**src/rtl/reg_wb_queue.sv**
```systemverilog
// Write-back queue feeding the single register-file write port.
// It drains one entry per cycle and forwards pending writes to both decode read ports.
module reg_wb_queue #(
  parameter int DEPTH = 4,
  parameter int SIZE  = 32,
  parameter int AW    = 5
) (
  input  logic                       clk,
  input  logic                       rst,
  input  logic                       in_valid,
  output logic                       in_ready,
  input  logic [AW-1:0]              in_addr,
  input  logic [SIZE-1:0]            in_data,
  output logic                       wr_en,
  output logic [AW-1:0]              wr_addr,
  output logic [SIZE-1:0]            wr_data,
  input  logic [AW-1:0]              rd_addr1,
  input  logic [AW-1:0]              rd_addr2,
  output logic                       fwd_hit1,
  output logic [SIZE-1:0]            fwd_data1,
  output logic                       fwd_hit2,
  output logic [SIZE-1:0]            fwd_data2,
  output logic [$clog2(DEPTH+1)-1:0] count
);

  localparam int PW = $clog2(DEPTH);
  localparam int CW = $clog2(DEPTH+1);

  logic [AW-1:0]   addr_mem [DEPTH];
  logic [SIZE-1:0] data_mem [DEPTH];
  logic [PW-1:0]   rd_ptr, wr_ptr;
  logic [CW-1:0]   occ;
  logic [AW-1:0]   last_addr;
  logic [SIZE-1:0] last_data;
  logic            full, empty, push, pop;

  assign full     = (occ == CW'(DEPTH));
  assign empty    = (occ == '0);
  assign in_ready = !full;
  assign push     = in_valid && in_ready && (in_addr != '0);
  assign pop      = !empty;
  assign count    = occ;

  // The register file always accepts, so the head is consumed at every non-empty edge.
  assign wr_en   = !empty;
  assign wr_addr = empty ? last_addr : addr_mem[rd_ptr];
  assign wr_data = empty ? last_data : data_mem[rd_ptr];

  always_ff @(posedge clk or posedge rst) begin
    if (rst) begin
      rd_ptr    <= '0;
      wr_ptr    <= '0;
      occ       <= '0;
      last_addr <= '0;
      last_data <= '0;
    end else begin
      if (push) wr_ptr <= wr_ptr + PW'(1);
      if (pop) begin
        rd_ptr    <= rd_ptr + PW'(1);
        last_addr <= addr_mem[rd_ptr];
        last_data <= data_mem[rd_ptr];
      end
      case ({push, pop})
        2'b10:   occ <= occ + CW'(1);
        2'b01:   occ <= occ - CW'(1);
        default: occ <= occ;
      endcase
    end
  end

  always_ff @(posedge clk) begin
    if (push) begin
      addr_mem[wr_ptr] <= in_addr;
      data_mem[wr_ptr] <= in_data;
    end
  end

  // Walk from oldest to youngest so a later match overrides an earlier one.
  always_comb begin
    logic [PW-1:0] idx;
    fwd_hit1  = 1'b0;
    fwd_data1 = '0;
    fwd_hit2  = 1'b0;
    fwd_data2 = '0;
    idx       = '0;
    for (int i = 0; i < DEPTH; i++) begin
      idx = rd_ptr + PW'(i);
      if (CW'(i) < occ) begin
        if (rd_addr1 != '0 && addr_mem[idx] == rd_addr1) begin
          fwd_hit1  = 1'b1;
          fwd_data1 = data_mem[idx];
        end
        if (rd_addr2 != '0 && addr_mem[idx] == rd_addr2) begin
          fwd_hit2  = 1'b1;
          fwd_data2 = data_mem[idx];
        end
      end
    end
  end

endmodule
```
**config.mk**
```make
export PLATFORM = sky130hd
export DESIGN_NAME = reg_wb_queue
export DESIGN_NICKNAME = d
export VERILOG_FILES = /design/src/rtl/reg_wb_queue.sv
export SDC_FILE = /design/constraint.sdc
export NUM_CORES = 1
export LEC_CHECK = 0
export ABC_AREA = 0
export BUFFER_PORTS_ARGS = -buffer_cell sky130_fd_sc_hd__buf_4
export CORE_MARGIN = 2
export CORE_UTILIZATION = 30
export DETAILED_ROUTE_END_ITERATION = 10
export PLACE_DENSITY_LB_ADDON = 0.3
export SYNTH_ARGS = -nofsm -noshare
export SYNTH_HDL_FRONTEND = slang
export SYNTH_SLANG_ARGS = --single-unit
```
**constraint.sdc**
```tcl
create_clock -name clk -period 5.6 [get_ports clk]
set_clock_uncertainty 0.05 [all_clocks]
set_input_delay 1.68 -clock clk [delete_from_list [all_inputs] [get_ports clk]]
set_output_delay 1.68 -clock clk [all_outputs]
set_load 0.1 [all_outputs]
```
Word level (Yosys, flattened, before mapping)
Memories as Yosys holds them, arrays and structs flattened.
Cells that the tools add are included.
{"block": "classes", "div": 0, "magnitude_cmp": 4, "n_mux": 37, "n_bitwise": 0, "eq_ne": 11, "reduce_logical": 17, "mul": 0, "n_shift": 0, "add_sub_neg": 6}
{"op": "2-to-1 mux 32 bit", "n": 17}
{"op": "equality test 5 bit", "n": 8}
{"op": "2-to-1 mux 1 bit", "n": 18}
{"op": "nonzero test 5 bit", "n": 3}
{"op": "logical AND 1 bit", "n": 10}
{"op": "< comparator 1 x 3 -> 1 bit, first input constant", "n": 2}
{"op": "< comparator 2 x 3 -> 1 bit, first input constant", "n": 2}
{"op": "one-hot mux 3 bit (2 select lines)", "n": 1}
{"op": "2-to-1 mux 5 bit", "n": 1}
{"op": "adder 2 x 1 -> 2 bit, second input constant", "n": 2}
{"op": "adder 2 bit, second input constant", "n": 2}
{"op": "adder 3 x 1 -> 3 bit, second input constant", "n": 1}
{"op": "equality test 3 bit, second input constant", "n": 1}
{"op": "logical NOT 3 bit", "n": 1}
{"op": "subtractor 3 x 1 -> 3 bit, second input constant", "n": 1}
{"op": "equality test 2 x 1 -> 1 bit, second input constant", "n": 1}
{"op": "equality test 2 bit, second input constant", "n": 1}
{"op": "logical NOT 1 bit", "n": 2}
{"op": "nonzero test 2 bit", "n": 1}
{"block": "totals", "wordCells": 82, "mem_count": 2, "regBits": 44, "mem_bits_rw": 148, "latchBits": 0, "out_inout_bits": 108, "rom_bits": 0}
{"name": "data_mem", "depth": 4, "width": 32, "read_ports": 4, "rd_ports_with_merged_regs": 0, "wr": 1, "line": "30", "rtl": "logic [SIZE-1:0] data_mem [DEPTH];"}
{"name": "addr_mem", "depth": 4, "width": 5, "read_ports": 4, "rd_ports_with_merged_regs": 0, "wr": 1, "line": "29", "rtl": "logic [AW-1:0] addr_mem [DEPTH];"}

Longest topological paths before layout
Gate-level depths: netlist of the first run.
An unclocked memory read counts as a cell.
{"block": "logic_depth", "ltp_word": 11, "depth_mapped": 11}

Worst setup path before layout of the first run
Ideal clock, no wire load.
{"block": "synth_path", "path_kind": "in2out", "start": "in rd_addr2[1]", "end": "out fwd_data2[0]", "arrival_ns": 5.362, "slack_ns": -1.492, "path_stages": 9, "path_cell_list": "clkbuf_1 nor4_1 nand2b_1 and3_1 clkbuf_1 clkbuf_1 a211o_1 o211a_1 o21ai_0"}
{"block": "synth_between", "elab_chain_cells": 10, "word_cells_on_any_way": 17}
{"item": "start, declared", "line": "18", "rtl": "input logic [AW-1:0] rd_addr2,"}
{"item": "equality test 5 bit / nonzero test 5 bit (equally long branches)", "line": "93", "rtl": "if (rd_addr2 != '0 && addr_mem[idx] == rd_addr2) begin"}
{"item": "logical AND 1 bit", "line": "93"}
{"item": "2-to-1 mux 32 bit", "line": "93"}
{"item": "2-to-1 mux 32 bit", "line": "88", "rtl": "if (CW'(i) < occ) begin"}
{"item": "2-to-1 mux 32 bit", "line": "93"}
{"item": "2-to-1 mux 32 bit", "line": "88"}
{"item": "2-to-1 mux 32 bit", "line": "93"}
{"item": "2-to-1 mux 32 bit", "line": "88"}
{"item": "2-to-1 mux 32 bit", "line": "93"}
{"item": "2-to-1 mux 32 bit *", "line": "88"}
{"item": "end, declared", "line": "22", "rtl": "output logic [SIZE-1:0] fwd_data2,"}
Mark *: on every way between the ends. The rest lies on a longest branch, timed or not.

Worst setup path after layout of the first run
{"block": "layout_path", "start": "in rd_addr2[4]", "end": "out fwd_data2[20]"}
The elaborated chain is that of the path after synthesis.

==> results of run 1 <==
-- flip-flops by register name, summed over array words and instances, names as in the netlist --
| signal | count |
|---|---|
| addr_mem | 20 |
| count | 3 |
| data_mem | 128 |
| last_addr | 5 |
| last_data | 32 |
| rd_ptr | 2 |
| wr_ptr | 2 |
-- per-layer routing --
metal / share of wire / track usage / vias up / wire, um
li1: - / - / 4789 / -
met1: 0.42 / 0.2401 / 5201 / 17790
met2: 0.48 / 0.3275 / 420 / 20530
met3: 0.065 / 0.04133 / 64 / 2765
met4: 0.030 / 0.08054 / 2 / 1260
met5: 0.00031 / 0 / - / 13
-- worst max-delay path, stage by stage --
cell     delay, ps
buf_4          120
buf_4          150
xnor2_1        160
nand4_1        140
or4b_1         530
buf_4          270
o211a_1        200
o21ai_4        180
buf_4          310
-- repair_timing --
action	4_1_cts	5_1_grt
setup buffers	0	2
hold buffers	0	0
setup endpoints to repair	0	35
resized for setup	0	2
-- area by class of cell --
type,instances,share of cell area
Antenna cell,1,0.0001569
Clock buffer,17,0.02668
Clock inverter,15,0.007689
Inverter,13,0.003217
Multi-Input combinational cell,909,0.4567
Sequential cell,192,0.3482
Tap cell,539,0.04229
Timing Repair Buffer,214,0.1151
-- final timing paths --
check,startpoint,end,slack [ps],cells after the start
setup / recovery,rd_addr2[4],fwd_data2[20],100,9
hold / removal,last_data[14],last_data[14],420,2
setup reg to reg,count[0],count[2],2390,9
hold reg to reg,last_data[14],last_data[14],420,2
max in group asynchronous,rst,rd_ptr[1],3390,3
min in group asynchronous,rst,last_data[4],1250,2
-- per-stage QoR --
stage / setup WS, ps / utilization / cell area, um2 / instances / setup TNS (ps)
final: 104.5 / 0.3828 / 15950 / 1900 / 0
after global routing: 36.36 / 0.3828 / 15950 / 1900 / 0
after CTS: 16.88 / 0.3817 / 15910 / 1897 / 0
after detailed placement: 23.70 / 0.3686 / 15360 / 1865 / 0
after global placement: 20.22 / 0.3686 / 15360 / 1865 / 0
after floorplan: -192.2 / - / 13410 / 1233 / -894.1
-- synthesized netlist by cell type, types with 2 or more instances --
master | number | share of area
a21o_1 | 27 | 0.016
and2_1 | 5 | 0.0025
nand4_1 | 33 | 0.016
a22o_1 | 5 | 0.0035
clkbuf_1 | 65 | 0.019
xnor2_2 | 3 | 0.0039
buf_1 | 13 | 0.0039
nor2b_1 | 2 | 0.00099
ha_1 | 9 | 0.0089
nand2_1 | 205 | 0.061
o21ai_1 | 25 | 0.0099
a31oi_1 | 32 | 0.016
xor2_1 | 6 | 0.0042
o211a_1 | 27 | 0.021
buf_2 | 36 | 0.014
nor3_1 | 38 | 0.015
inv_1 | 12 | 0.0036
and3_1 | 32 | 0.016
edfxtp_1 | 148 | 0.35
o21ai_0 | 76 | 0.030
xnor2_1 | 34 | 0.024
a2111o_1 | 4 | 0.0036
mux4_2 | 20 | 0.036
buf_6 | 4 | 0.0036
a21oi_1 | 12 | 0.0048
dfrtp_1 | 44 | 0.087
o211ai_1 | 5 | 0.0030
mux2i_1 | 149 | 0.12
nand3_1 | 5 | 0.0020
a211oi_1 | 33 | 0.020
nor2_1 | 43 | 0.013
a211o_1 | 27 | 0.019
mux2_2 | 36 | 0.032
-- cell families after synthesis --
group,count (synthesis)
muxes,205
buffers and inverters,132
adders and majority gates,9
DFF,192
xor gates and xnor gates,43
AOI/OAI and AO/OA,277
and+or+nand+nor,375
==> run metrics, run 1 <==
Arr. time, crit path=3770 ps; Syn. warnings=0; RSZ-0062 raised after global routing=no; 1st-pass router iterations=7; minimum clock period=5495 ps; drt drc=0; Worst Setup End Kind=output port; die area=0.04365 mm2; first-pass GRT wire length=63870 um; Post-synth EDFFs=148; core area=0.04167 mm2; Final Hold Fails=0; # setup viols final=0; Num CTS Buffers=17; mux cell area share after synthesis=0.1863; root buf cell=clkbuf_16; largest net degree at the start of global routing=69; Reg clk slew, reported paths=70 ps; final net count=1406; share of layout cells above drive strength 1=0.2853; adder-cell share of the synthesized area=0.008937; Area Growth Syn to Fin=26.57%; HPWL after DPL=28750 um; Max-slew headroom=0.2932; Synth cell types=51; H-tree depth=4; initial DRC count=751; CTS Sinks=192; syn avg cell area=10.22 um2; most frequent cells in the layout=nand2_1 (204), buf_4 (195), mux2i_1 (149); simple-gate share of the synthesized area=0.1372; Buffers on Ports=157; Syn Std Cell Area=0.01260 mm2; Fill cells=4106; Worst Tran Pin Value=1060 ps; Critical Path Source Type=input port; final estimated routing congestion in global placement=0.8743; FF+latch area=0.005553 mm2; Most used DFF post-synth=edfxtp_1; Required @ worst endpoint=3870 ps; WL final=42360 um; Max Root-Sink Buffers=2; Multi-input gate area=0.007283 mm2; commonest non-fill, non-tap cell in the layout=nand2_1; clk_lat worst skew=460 ps; # IOs=158; fmax=0.1820 GHz; Starting Density=0.3024; register area share after synthesis=0.4401; initial antenna violation count=2; Post-Synth XOR/XNOR Area=0.03168; CTS tree=yes; Die Width=208.9 um; Via density=5.514; top fanout value on the critical path=21; Yosys reg bits=192; chip height=208.9 um; path type of the worst min-delay path=register to register; row cnt=75; global route overflow=0; vias in the first global route=10420; Synth Area in Compound Gates=0.1496; status=finished clean; DR vias=10480; largest family of logic cells by synthesized area=multiplexers; period utilization=0.9813; Crit Path Class=input port to output port; total of max-cap violations=0; GRT Util Overall=0.1937; Max Slew Vio Count=0; WL per Instance=22.30 um; asr flop ratio synth=0.2292; syn nets=1292; post-route ant nets=0; hold slack final=415.5 ps; Mapped Cells=1233
Power of run 1 is left out: the tool's default activity adds up to more than one toggle a clock period on the data nets, which glitch-free logic cannot reach.
==> inputs of run 2 (changes only) <==
- CORE_UTILIZATION: 30 -> 59
==> run 2 against run 1 <==
Worst setup slack got worse by 18 ps. Utilization increased by 36 points. Sequential cell count unchanged. Sequential share of layout area increased by 0.98 points. Fmax decreased by 0.33%. Via count increased by 3.8%. Cell count decreased by 14%. Routed wire length decreased by 13%. Die area decreased by 48%. Largest cell class unchanged.
==> run metrics, run 2 (synthesized netlist as in run 1, its figures left out) <==
row cnt=53; r2r endpoint=data_mem[0][12]; Reg clk slew, reported paths=70 ps; Via density=6.669; Max-slew headroom=0.3804; drt drc=0; initial antenna violation count=0; Worst R2R Setup Slack=2450 ps; root buf cell=clkbuf_16; post-route ant nets=0; Final Hold Fails=0; Hold Path Stages=2; Max Slew Vio Count=0; path type of the worst min-delay path=register to register; largest net degree at the start of global routing=106; Crit-path slowest cell=or4b_1; top fanout value on the critical path=14; Worst Setup End Kind=output port; H-tree depth=4; fmax=0.1814 GHz; Arr. time, crit path=3780 ps; HP Start=last_data[2]; Critical Path Source Type=input port; # IOs=158; first-pass GRT wire length=57310 um; CTS Sinks=192; pre-CTS setup slack=180.6 ps; Hold EP=last_data[2]; status=finished clean; Worst Tran Pin Value=929.3 ps; HPWL after DPL=24600 um; DR vias=10870; GRT Util Overall=0.3300; Starting Density=0.5994; CTS tree=yes; Buffers on Ports=157; most frequent cells in the layout=nand2_1 (204), buf_4 (196), mux2i_1 (149); delay of the slowest critical-path stage=590 ps; final estimated routing congestion in global placement=0.8802; RSZ-0062 raised after global routing=no; crit-path most repeated cell=buf_4; initial DRC count=1153; total of max-cap violations=0; Die Width=150.1 um; Worst R2R Path Depth=7; post-CTS sizing=0; WL final=37010 um; Required @ worst endpoint=3870 ps; 1st-pass router iterations=6; final net count=1401; Largest regs=data_mem x128, last_data x32, addr_mem x20; # diodes=0; Crit Path Class=input port to output port; WL per Instance=22.71 um; clk_lat worst skew=440 ps; Num CTS Buffers=17; Post-CTS Setup Bufs=0; vias in the first global route=10700; minimum clock period=5513 ps; max reg flops=128; Biggest register=data_mem; die area=0.02254 mm2; crit-path cells=buf_4 -> xnor2_1 -> nand4_1 -> or4b_1 -> buf_4 -> o211a_1 -> o21ai_4 -> buf_4; share of layout cells above drive strength 1=0.2812; Area Growth Syn to Fin=23.11%; period utilization=0.9846; Max Root-Sink Buffers=2; # setup viols final=0; reg2reg start=count[1]; global route overflow=0; commonest non-fill, non-tap cell in the layout=nand2_1; core area=0.02102 mm2; hold buffers post-CTS=0; chip height=150.1 um; Worst Setup Slack, final=86.52 ps
==> run 2: worst max-delay path by stage <==
stage           startpoint            end  slack (ps)  cells after the start
2_1_floorplan     count[0]    wr_data[16]        -190                      6
6_report       rd_addr2[1]   fwd_data2[8]          90                      8
4_1_cts        rd_addr2[1]   fwd_data2[2]         120                      8
3_3_place_gp   rd_addr2[1]  fwd_data2[11]         200                      8
5_1_grt        rd_addr1[0]  fwd_data1[27]           6                      9
3_5_place_dp   rd_addr2[1]  fwd_data2[12]         180                      8
==> run 2: cell type report <==
type                            instances  area [um2]
Clock buffer                           18       429.2
Timing Repair Buffer                  209        1727
Clock inverter                         14       147.6
Sequential cell                       192        5553
Fill cell                            1442        5510
Inverter                               13       50.05
Multi-Input combinational cell        909        7261
Tap cell                              275       344.1
==> run 2: worst max-delay path: cells and delay by family <==
| family | cells | cell delay [ps] |
|---|---|---|
| AO/OA/AOI/OAI | 2 | 340 |
| XOR/XNOR | 1 | 240 |
| buffers and inverters | 3 | 730 |
| AND/OR/NAND/NOR | 2 | 780 |
==> run 2: routing by layer <==
layer / global-route usage / vias up / wire length [um]
met5: 0 / - / 0
met4: 0.1443 / 0 / 1416
met3: 0.05515 / 131 / 3512
met2: 0.5418 / 685 / 17890
met1: 0.4344 / 5281 / 14190
li1: - / 4773 / -
==> run 2: stage by stage <==
stage | setup TNS (ps) | hold WS, ps | instances | util | cell area [um2]
2_1_floorplan | -894.1 | 529.6 | 1233 | - | 13410
3_3_place_gp | 0 | 399.5 | 1597 | 0.7097 | 14920
3_5_place_dp | 0 | 402.2 | 1597 | 0.7097 | 14920
4_1_cts | 0 | 419.7 | 1629 | 0.7372 | 15500
5_1_grt | 0 | 436.2 | 1630 | 0.7379 | 15510
6_report | 0 | 418.2 | 1630 | 0.7379 | 15510
Power of run 2 is left out for the same reason.
